$ cat src/rtl/microwave_pkg.sv
// Shared types and constants for the magnetron PWM duty monitor.
// Holds the monitor FSM encoding and small duty arithmetic helpers.
package microwave_pkg;

  localparam int unsigned PWM_PERIOD_MAX = 100;
  localparam int unsigned DUTY_W = 8;
  localparam logic [DUTY_W-1:0] DUTY_FULL = 8'd100;

  typedef enum logic [1:0] {
    IDLE    = 2'd0,
    SETTLE  = 2'd1,
    MEASURE = 2'd2
  } monitor_state_t;

  // Commanded duty above full scale means full on.
  function automatic logic [DUTY_W-1:0] clamp_duty(
    input logic [DUTY_W-1:0] d
  );
    return (d > DUTY_FULL) ? DUTY_FULL : d;
  endfunction

  // Unsigned distance, larger minus smaller, never wraps.
  function automatic logic [DUTY_W-1:0] abs_diff(
    input logic [DUTY_W-1:0] a,
    input logic [DUTY_W-1:0] b
  );
    return (a >= b) ? (a - b) : (b - a);
  endfunction

endpackage

$ cat src/rtl/pwm_window_counter.sv
// Gapless fixed-length window counter for the duty monitor.
// Counts cycles and high samples; flags the last cycle of each window.
module pwm_window_counter
  import microwave_pkg::*;
#(
  parameter int unsigned PWM_PERIOD = PWM_PERIOD_MAX
) (
  input  logic              clk,
  input  logic              rst,
  input  logic              clr,
  input  logic              pwm_in,
  output logic              window_end,
  output logic [DUTY_W-1:0] final_cnt
);

  localparam int unsigned CW = $clog2(PWM_PERIOD);
  localparam logic [CW-1:0] LAST = CW'(PWM_PERIOD - 1);

  logic [CW-1:0]     win_cnt_q;
  logic [CW-1:0]     win_cnt_d;
  logic [DUTY_W-1:0] hi_cnt_q;
  logic [DUTY_W-1:0] hi_cnt_d;

  // The sample taken on the last cycle still belongs to the window.
  assign final_cnt  = hi_cnt_q + DUTY_W'(pwm_in);
  assign window_end = ~clr & (win_cnt_q == LAST);

  // Advance the window, restart right after its last cycle.
  always_comb begin
    win_cnt_d = win_cnt_q + CW'(1);
    hi_cnt_d  = final_cnt;
    if (clr || window_end) begin
      win_cnt_d = '0;
      hi_cnt_d  = '0;
    end
  end

  // Window counter registers.
  always_ff @(posedge clk) begin
    if (rst) begin
      win_cnt_q <= '0;
      hi_cnt_q  <= '0;
    end else begin
      win_cnt_q <= win_cnt_d;
      hi_cnt_q  <= hi_cnt_d;
    end
  end

endmodule

$ cat src/rtl/pwm_duty_monitor.sv
// Receive-side duty checker for the magnetron PWM drive.
// Recovers duty per window, compares to command, raises sticky fault.
module pwm_duty_monitor
  import microwave_pkg::*;
#(
  parameter int unsigned PWM_PERIOD    = PWM_PERIOD_MAX,
  parameter int unsigned TOLERANCE     = 2,
  parameter int unsigned FAULT_WINDOWS = 3
) (
  input  logic              clk,
  input  logic              rst,
  input  logic              enable,
  input  logic              pwm_in,
  input  logic [DUTY_W-1:0] expected_duty,
  input  logic              fault_clr,
  output logic [DUTY_W-1:0] measured_duty,
  output logic              duty_valid,
  output logic              mismatch,
  output logic              fault
);

  localparam logic [DUTY_W-1:0] TOL = DUTY_W'(TOLERANCE);
  localparam logic [3:0] FW = 4'(FAULT_WINDOWS);
  localparam logic [3:0] RUN_MAX = 4'hF;

  monitor_state_t state_q;
  monitor_state_t state_d;

  logic [DUTY_W-1:0] exp_q;
  logic [DUTY_W-1:0] exp_d;
  logic [DUTY_W-1:0] meas_q;
  logic [DUTY_W-1:0] meas_d;
  logic              valid_q;
  logic              valid_d;
  logic              mis_q;
  logic              mis_d;
  logic              fault_q;
  logic              fault_d;
  logic [3:0]        run_q;
  logic [3:0]        run_d;

  logic              exp_chg;
  logic              cnt_clr;
  logic              win_end;
  logic              meas_end;
  logic [DUTY_W-1:0] final_cnt;
  logic [DUTY_W-1:0] exp_lim;
  logic [DUTY_W-1:0] diff;
  logic              out_tol;
  logic [3:0]        run_inc;
  logic              set_fault;

  // A new command restarts the settle window from scratch.
  assign exp_chg = (state_q != IDLE) & enable &
                   (expected_duty != exp_q);

  assign cnt_clr = (state_q == IDLE) | ~enable | exp_chg;

  pwm_window_counter #(
    .PWM_PERIOD (PWM_PERIOD)
  ) u_win (
    .clk        (clk),
    .rst        (rst),
    .clr        (cnt_clr),
    .pwm_in     (pwm_in),
    .window_end (win_end),
    .final_cnt  (final_cnt)
  );

  assign meas_end = (state_q == MEASURE) & win_end;
  assign exp_lim  = clamp_duty(exp_q);
  assign diff     = abs_diff(final_cnt, exp_lim);
  assign out_tol  = diff > TOL;
  assign run_inc  = (run_q == RUN_MAX) ? run_q : run_q + 4'd1;

  // State register.
  always_ff @(posedge clk) begin
    if (rst) begin
      state_q <= IDLE;
    end else begin
      state_q <= state_d;
    end
  end

  // Next state: enable low dominates, then command change.
  always_comb begin
    state_d = state_q;
    unique case (state_q)
      IDLE: begin
        if (enable) state_d = SETTLE;
      end
      SETTLE: begin
        if (!enable)      state_d = IDLE;
        else if (exp_chg) state_d = SETTLE;
        else if (win_end) state_d = MEASURE;
      end
      MEASURE: begin
        if (!enable)      state_d = IDLE;
        else if (exp_chg) state_d = SETTLE;
      end
      default: state_d = IDLE;
    endcase
  end

  // Window results, mismatch run length and fault flag.
  always_comb begin
    exp_d     = exp_q;
    meas_d    = meas_q;
    valid_d   = 1'b0;
    mis_d     = mis_q;
    run_d     = run_q;
    fault_d   = fault_q;
    set_fault = 1'b0;
    if (state_q == IDLE || exp_chg) begin
      exp_d = expected_duty;
    end
    if (state_q != IDLE && !enable) begin
      mis_d = 1'b0;
      run_d = '0;
    end else if (exp_chg) begin
      run_d = '0;
    end else if (meas_end) begin
      meas_d  = final_cnt;
      valid_d = 1'b1;
      mis_d   = out_tol;
      if (out_tol) begin
        run_d     = run_inc;
        set_fault = run_inc >= FW;
      end else begin
        run_d = '0;
      end
    end
    if (fault_clr) begin
      run_d   = '0;
      fault_d = 1'b0;
    end
    if (set_fault) begin
      fault_d = 1'b1;
    end
  end

  // Datapath registers.
  always_ff @(posedge clk) begin
    if (rst) begin
      exp_q   <= '0;
      meas_q  <= '0;
      valid_q <= 1'b0;
      mis_q   <= 1'b0;
      run_q   <= '0;
      fault_q <= 1'b0;
    end else begin
      exp_q   <= exp_d;
      meas_q  <= meas_d;
      valid_q <= valid_d;
      mis_q   <= mis_d;
      run_q   <= run_d;
      fault_q <= fault_d;
    end
  end

  assign measured_duty = meas_q;
  assign duty_valid    = valid_q;
  assign mismatch      = mis_q;
  assign fault         = fault_q;

endmodule
$ cat config.mk
export PLATFORM = sky130hd
export DESIGN_NAME = pwm_duty_monitor
export DESIGN_NICKNAME = d
export VERILOG_FILES = /design/src/rtl/microwave_pkg.sv /design/src/rtl/pwm_window_counter.sv /design/src/rtl/pwm_duty_monitor.sv
export SDC_FILE = /design/constraint.sdc
export NUM_CORES = 1
export LEC_CHECK = 0
export ABC_CLOCK_PERIOD_IN_PS = 3900
export CAP_MARGIN = 15
export CORE_MARGIN = 1.5
export CORE_UTILIZATION = 40
export DETAILED_ROUTE_END_ITERATION = 7
export SYNTH_ARGS = -nofsm -noshare
export SYNTH_HDL_FRONTEND = slang
export SYNTH_SLANG_ARGS = --single-unit
$ cat constraint.sdc
create_clock -name clk -period 3.9 [get_ports clk]
set_input_delay 0.39 -clock clk [delete_from_list [all_inputs] [get_ports clk]]
set_output_delay 0.39 -clock clk [all_outputs]
set_load 0.005 [all_outputs]
==> qor.yml, run 1 <==
global_routing:
  antenna_found_initial: 0
  grt_pass1_vias: 2032
  gr-total-overflow: 0
  grt_usage: 0.1669
  grt_pass1_wl_um: 9349
  grt_max_degree: 23
detailed_routing:
  num_vias: 2099
  ant_nets: 0
  postRouteWirelength_um: 5360
  dr.pass1.iters: 4
  dr_wl_met2_um: 2338
  wl_met3_um: 259
  drt-met1-wl_um: 2708
  vias_per_cell: 5.145
  drtIter0Drc: 159
  wire_per_inst_um: 13.14
  drc: 0
  top_layer: "met4"
cts:
  cts_sinks: 40
  post_cts_buffers: 0
  cts_max_level: 2
  insertion_delay_ns: 0.30
  clockBufferDepth: 2
  cts_inserted_buffers: 5
  cts_tree: "yes"
  clkTransAtPathRegs_ns: 0.08
  cts_root_buf: "clkbuf_8"
  postCtsHoldBufs: 0
  cts_resized: 0
worst_setup_path:
  endpoint_kind: "flip-flop"
  worstSetupPathDepth: 15
  crit_chain: "clkdlybuf4s50_1, ha_1, ha_1, nand3_1, xor2_1, inv_1, ha_1, nand2_1, nor4_1, a31oi_1, and4_4, o211ai_2, and3_1, o21ai_2, a211oi_1"
  critPathArrivalTime_ns: 3.73
  crit_slowest_cell: "ha_1"
  cp_max_fo: 10
  worstPathRequired_ns: 4.12
  timing.rr.start: "u_win.hi_cnt_q[0]"
  path_class: "input port to flip-flop"
  rrSetupSlack_ns: 0.60
  crit_path_frequent_cell: "ha_1"
  worstPathBufferInverterCount: 2
  slowest_delay_ns: 0.48
  reg2reg_depth: 14
  cp-endpoint: "run_q[2]"
  startpoint: "pwm_in"
  path_delay_family: "simple AND/OR/NAND/NOR gates"
  critPathLaunchType: "input port"
  rr_endpoint: "run_q[2]"
sta:
  finalHoldViolCount: 0
  period_needed_ns: 3.510
  finalMaxSlewViolations: 0
  fin_ws_ns: 0.3900
  skew_ns: 0.004539
  rsz0062_at_grt: "false"
  tightest_slew_ns: 0.8969
  fmax_mhz: 284.9
  finalSetupTns_ns: 0
  slew-limit-headroom: 0.3981
  setup_viol: 0
  fin_crit_sh: 0.9000
die:
  io_pins: 24
  rows: 29
  dieArea_sq_um: 6915
  die_x_um: 83.16
  die_h_um: 83.16
  start_util: 0.4094
  core-area_sq_um: 6277
synthesis:
  synth_mux_area_frac: 0.05550
  synthAdderAreaFrac: 0.1130
  synth.top_cell.area_share: 0.3116
  async_flop_share: 0
  synth_nets: 339
  synth_largest_area_cell: "dfxtp_1"
  ys_seq_area_frac: 0.3116
  synth-edff-count: 0
  synth_cell_type_count: 50
  synth_area_sq_um: 2570
  yosys_warnings: 0
  synth_common_cells: "49 x nor2_1, 40 x dfxtp_1, 25 x inv_1"
  post-synth-top-count-cell: "nor2_1"
  ys_seq_elements: 40
  synth-simple-area-share: 0.2045
  synth_top_family_by_area: "simple AND/OR/NAND/NOR gates"
  synth-compound-area-share: 0.1495
  synth_cells: 304
  synth_area_leaders: "dfxtp_1 31%, ha_1 9.7%, nor2_1 7.2%"
  synth_flop_cell: "dfxtp_1"
  syn_avg_cell_area_sq_um: 8.454
  synth_xor_area_frac: 0.08520
placed_design:
  portBuffers: 23
  placed_area_sq_um: 2846
  place.gp.congestion: 0.8928
  place_ws_ns: 0.1323
  place_hpwl_um: 4184
cells_and_area:
  drive_gt1_frac: 0.08157
  n_antenna_cell: 0
  design_area_sq_um: 2954
  nNetsFinal: 365
  syn2layout_area_growth_pct: 14.95
  fill_cells: 621
run_status:
  status: "completed"
power_and_ir_drop:
  peakVddDrop_v: 0.0002532
  power_mw: 0.9026
  p_per_area_nw_per_um2: 305.6
  leakagePower_nw: 1.199
job:
  cap_violations: 0
worst_hold_path:
  hold_class: "flip-flop to flip-flop"
-- worst min-delay path by stage --
stage,startpoint,end,slack [ns],depth (start not counted)
after floorplan,u_win.win_cnt_q[0],u_win.win_cnt_q[0],0.43,1
after global placement,u_win.win_cnt_q[0],u_win.win_cnt_q[0],0.45,1
after detailed placement,u_win.win_cnt_q[0],u_win.win_cnt_q[0],0.46,1
after CTS,u_win.win_cnt_q[0],u_win.win_cnt_q[0],0.48,1
after global routing,fault,fault,0.51,2
final,u_win.win_cnt_q[0],u_win.win_cnt_q[0],0.47,1
-- cells in the final DEF, fill, tap and decap left out, types with 2 or more instances in the layout --
cell type        Yosys  final
buf_4                0      8
nand2_1             19     19
nor4_1               2      2
and3_1               3      3
a21o_1               2      2
dfxtp_1             40     40
fa_1                 2      2
mux2i_1             12     12
nand3_1             12     12
a221oi_1             2      2
nand4_1              5      5
or2_2                3      3
o21ai_2              2      2
clkbuf_8             2      5
clkdlybuf4s50_1      0     23
nor2_1              49     49
xnor2_1             18     18
a211oi_1             9      9
ha_1                20     20
nand3b_1             4      4
nand2b_1             4      4
o21ai_0             10     10
a31oi_1              3      3
a21oi_1             12     12
nor3_1               2      2
xor2_1               7      7
mux2_2               2      2
o21bai_1             2      2
inv_1               25     25
-- flip-flops by register name, summed over array words and instances, names as in the netlist --
| signal | flops |
|---|---|
| exp_q | 8 |
| u_win.win_cnt_q | 7 |
| u_win.hi_cnt_q | 8 |
| duty_valid | 1 |
| fault | 1 |
| mismatch | 1 |
| state_q | 2 |
| run_q | 4 |
| measured_duty | 8 |
-- routing by layer --
metal  vias up  global-route usage
met1       960              0.2314
met4         0             0.03939
met2        43              0.2609
met3         6             0.04274
li1       1090                   -
met5         -                   0
-- area by class of cell --
| type | count | area, sq um | area share |
|---|---|---|---|
| clock inverter | 2 | 35.03 | 0.01186 |
| clock buffer | 6 | 72.57 | 0.02457 |
| sequential | 40 | 800.8 | 0.2711 |
| tap | 77 | 96.34 | 0.03261 |
| multi-input combinational | 227 | 1565 | 0.5299 |
| timing repair buffer | 31 | 290.3 | 0.09826 |
| inverter | 25 | 93.84 | 0.03177 |
-- metrics by stage --
stage | hold slack (ns) | cells | util
after floorplan | 0.4298 | 304 | -
after global placement | 0.4491 | 400 | 0.4535
after detailed placement | 0.4601 | 400 | 0.4535
after CTS | 0.4781 | 408 | 0.4706
after global routing | 0.5094 | 408 | 0.4706
final | 0.4735 | 408 | 0.4706
-- logic make-up after synthesis --
logic type               after synthesis
buffers and inverters                 37
other                                  1
AND/OR/NAND/NOR                      110
AO/OA/AOI/OAI                         55
XOR/XNOR                              25
adder cells (fa/ha/maj)               22
flip-flops                            40
multiplexers                          14
-- where the power goes --
| group | internal (mW) | total, mW | switching, mW |
|---|---|---|---|
| combinational | 0.0697 | 0.147 | 0.0774 |
| clock | 0.190 | 0.335 | 0.145 |
| sequential | 0.414 | 0.421 | 0.00692 |
| total | 0.673 | 0.903 | 0.229 |
Note: power is estimated with default switching activity, not from simulation.
==> run 2: changes to the inputs <==
- GPL_TIMING_DRIVEN: default -> 0
==> run 2 against run 1 <==
Utilization is 0.86 points higher; fmax is 2.6% lower; final cell count grew 0.98%; cell area rose by 1.8%; routed wire length decreased by 0.75%; clock power is essentially flat; via count increased by 1.8%; count of clock-buffer cells in the layout fell by 1; first-iteration DRC count decreased by 47%; sequential power about the same; largest cell class unchanged; largest power group unchanged.
==> qor.yml, run 2 (synthesis results as in run 1) <==
run_status:
  status: "completed"
sta:
  finalHoldViolCount: 0
  period_needed_ns: 3.604
  tightest_slew_ns: 0.9109
  fmax_mhz: 277.5
  timing.hold.ws_ns: 0.4685
  fin_crit_sh: 0.9240
  rsz0062_at_grt: "false"
  finalMaxSlewViolations: 0
  slew-limit-headroom: 0.3886
  setup_viol: 0
  skew_ns: 0.004314
detailed_routing:
  vias_per_cell: 5.187
  dr.pass1.iters: 4
  wire_per_inst_um: 12.91
  drc: 0
  postRouteWirelength_um: 5320
  drtIter0Drc: 85
  num_vias: 2137
  ant_nets: 0
worst_setup_path:
  crit_chain: "clkdlybuf4s50_1, ha_1, ha_1, xnor2_1, inv_1, ha_1, buf_6, a211oi_4, mux2i_1, o2bb2ai_1, and4_4, o211ai_2, and3_1, buf_6, a32o_1"
  path_class: "input port to flip-flop"
  critPathLaunchType: "input port"
  endpoint_kind: "flip-flop"
  timing.rr.start: "exp_q[1]"
  cp_max_fo: 7
  crit_slowest_cell: "clkdlybuf4s50_1"
  worstPathRequired_ns: 4.09
  crit_path_frequent_cell: "ha_1"
  slowest_delay_ns: 0.45
  startpoint: "pwm_in"
  critPathArrivalTime_ns: 3.80
  reg2reg_depth: 15
die:
  core-area_sq_um: 6277
  io_pins: 24
  die_h_um: 83.16
  dieArea_sq_um: 6915
  rows: 29
  start_util: 0.4094
  die_x_um: 83.16
cells_and_area:
  nNetsFinal: 369
  n_antenna_cell: 0
  syn2layout_area_growth_pct: 17.04
  final_common_cell: "nor2_1"
  fin_util: 0.4792
  drive_gt1_frac: 0.08358
  fill_cells: 644
  final_cell_mix: "49 x nor2_1, 40 x dfxtp_1, 25 x inv_1, 23 x clkdlybuf4s50_1, 20 x ha_1"
cts:
  clkTransAtPathRegs_ns: 0.08
  cts_resized: 0
  cts_inserted_buffers: 5
  cts_sinks: 40
  postCtsHoldBufs: 0
  cts_tree: "yes"
  clockBufferDepth: 2
  cts_root_buf: "clkbuf_8"
  cts_max_level: 2
  insertion_delay_ns: 0.29
  post_cts_buffers: 0
global_routing:
  antenna_found_initial: 0
  grt_pass1_vias: 2031
  grt_pass1_wl_um: 9294
  gr-total-overflow: 0
  grt_usage: 0.1636
  grt_max_degree: 14
power_and_ir_drop:
  leakagePower_nw: 1.218
  p_per_area_nw_per_um2: 303.3
  peakVddDrop_v: 0.0001797
worst_hold_path:
  hp-start: "u_win.win_cnt_q[0]"
  min_delay_path_depth: 1
  hold_class: "flip-flop to flip-flop"
placed_design:
  place.gp.congestion: 0.7756
  place_hpwl_um: 4182
  portBuffers: 23
job:
  cap_violations: 0
run 2: cell count changes in the layout (fill, tap and decap cells not counted), sizes merged:
| cell | delta |
|---|---|
| clkbuf | +5 |
| clkinvlp | +1 |
| buf | -2 |
run 2: per-layer routing:
metal | share of wire | track usage | up-vias | wire length [um]
li1 | - | - | 1099 | -
met1 | 0.49 | 0.2148 | 989 | 2622
met2 | 0.46 | 0.2683 | 39 | 2421
met3 | 0.035 | 0.03181 | 10 | 185
met4 | 0.017 | 0.05758 | 0 | 91
met5 | 0 | 0 | - | 0
run 2: path summary, 6_finish.rpt:
check                                          end  slack [ns]
worst max-delay path                      run_q[1]        0.30
worst min-delay path            u_win.win_cnt_q[0]        0.47
worst max register to register            run_q[1]        0.47
worst min register to register  u_win.win_cnt_q[0]        0.47
run 2: area by class of cell:
class | count | area (sq um) | share of cell area
multi-input combinational | 227 | 1565 | 0.5204
clock inverter | 3 | 42.54 | 0.01414
buffer | 12 | 110.1 | 0.03661
clock buffer | 5 | 68.82 | 0.02288
inverter | 25 | 93.84 | 0.03120
sequential | 40 | 800.8 | 0.2662
tap | 77 | 96.34 | 0.03203
timing repair buffer | 23 | 230.2 | 0.07654
run 2: power breakdown:
part	switching [mW]	leakage [nW]	internal, mW
Combinational	0.0793	0.839	0.0747
Clock	0.149	0.0541	0.189
Sequential	0.00643	0.324	0.414
run 2: critical path, delay by kind of cell:
kind,cells,cell delay (ns)
buffers and inverters,4,0.85
adders and majority gates,3,0.77
AOI/OAI and AO/OA,4,0.71
and+or+nand+nor,2,0.45
xor gates and xnor gates,1,0.39
muxes,1,0.22
run 2: through the flow:
stage                     setup TNS [ns]  power, mW  setup slack (ns)  cells  cell area, sq um
after floorplan                        0     0.5425            0.7887    304              2570
after global placement          -0.07022     0.5805          -0.03792    404              2897
after detailed placement        -0.08174     0.5834          -0.04575    404              2897
after CTS                              0     0.9246            0.2637    412              3008
after global routing                   0     0.9609           0.06680    412              3008
final                                  0     0.9123            0.2963    412              3008
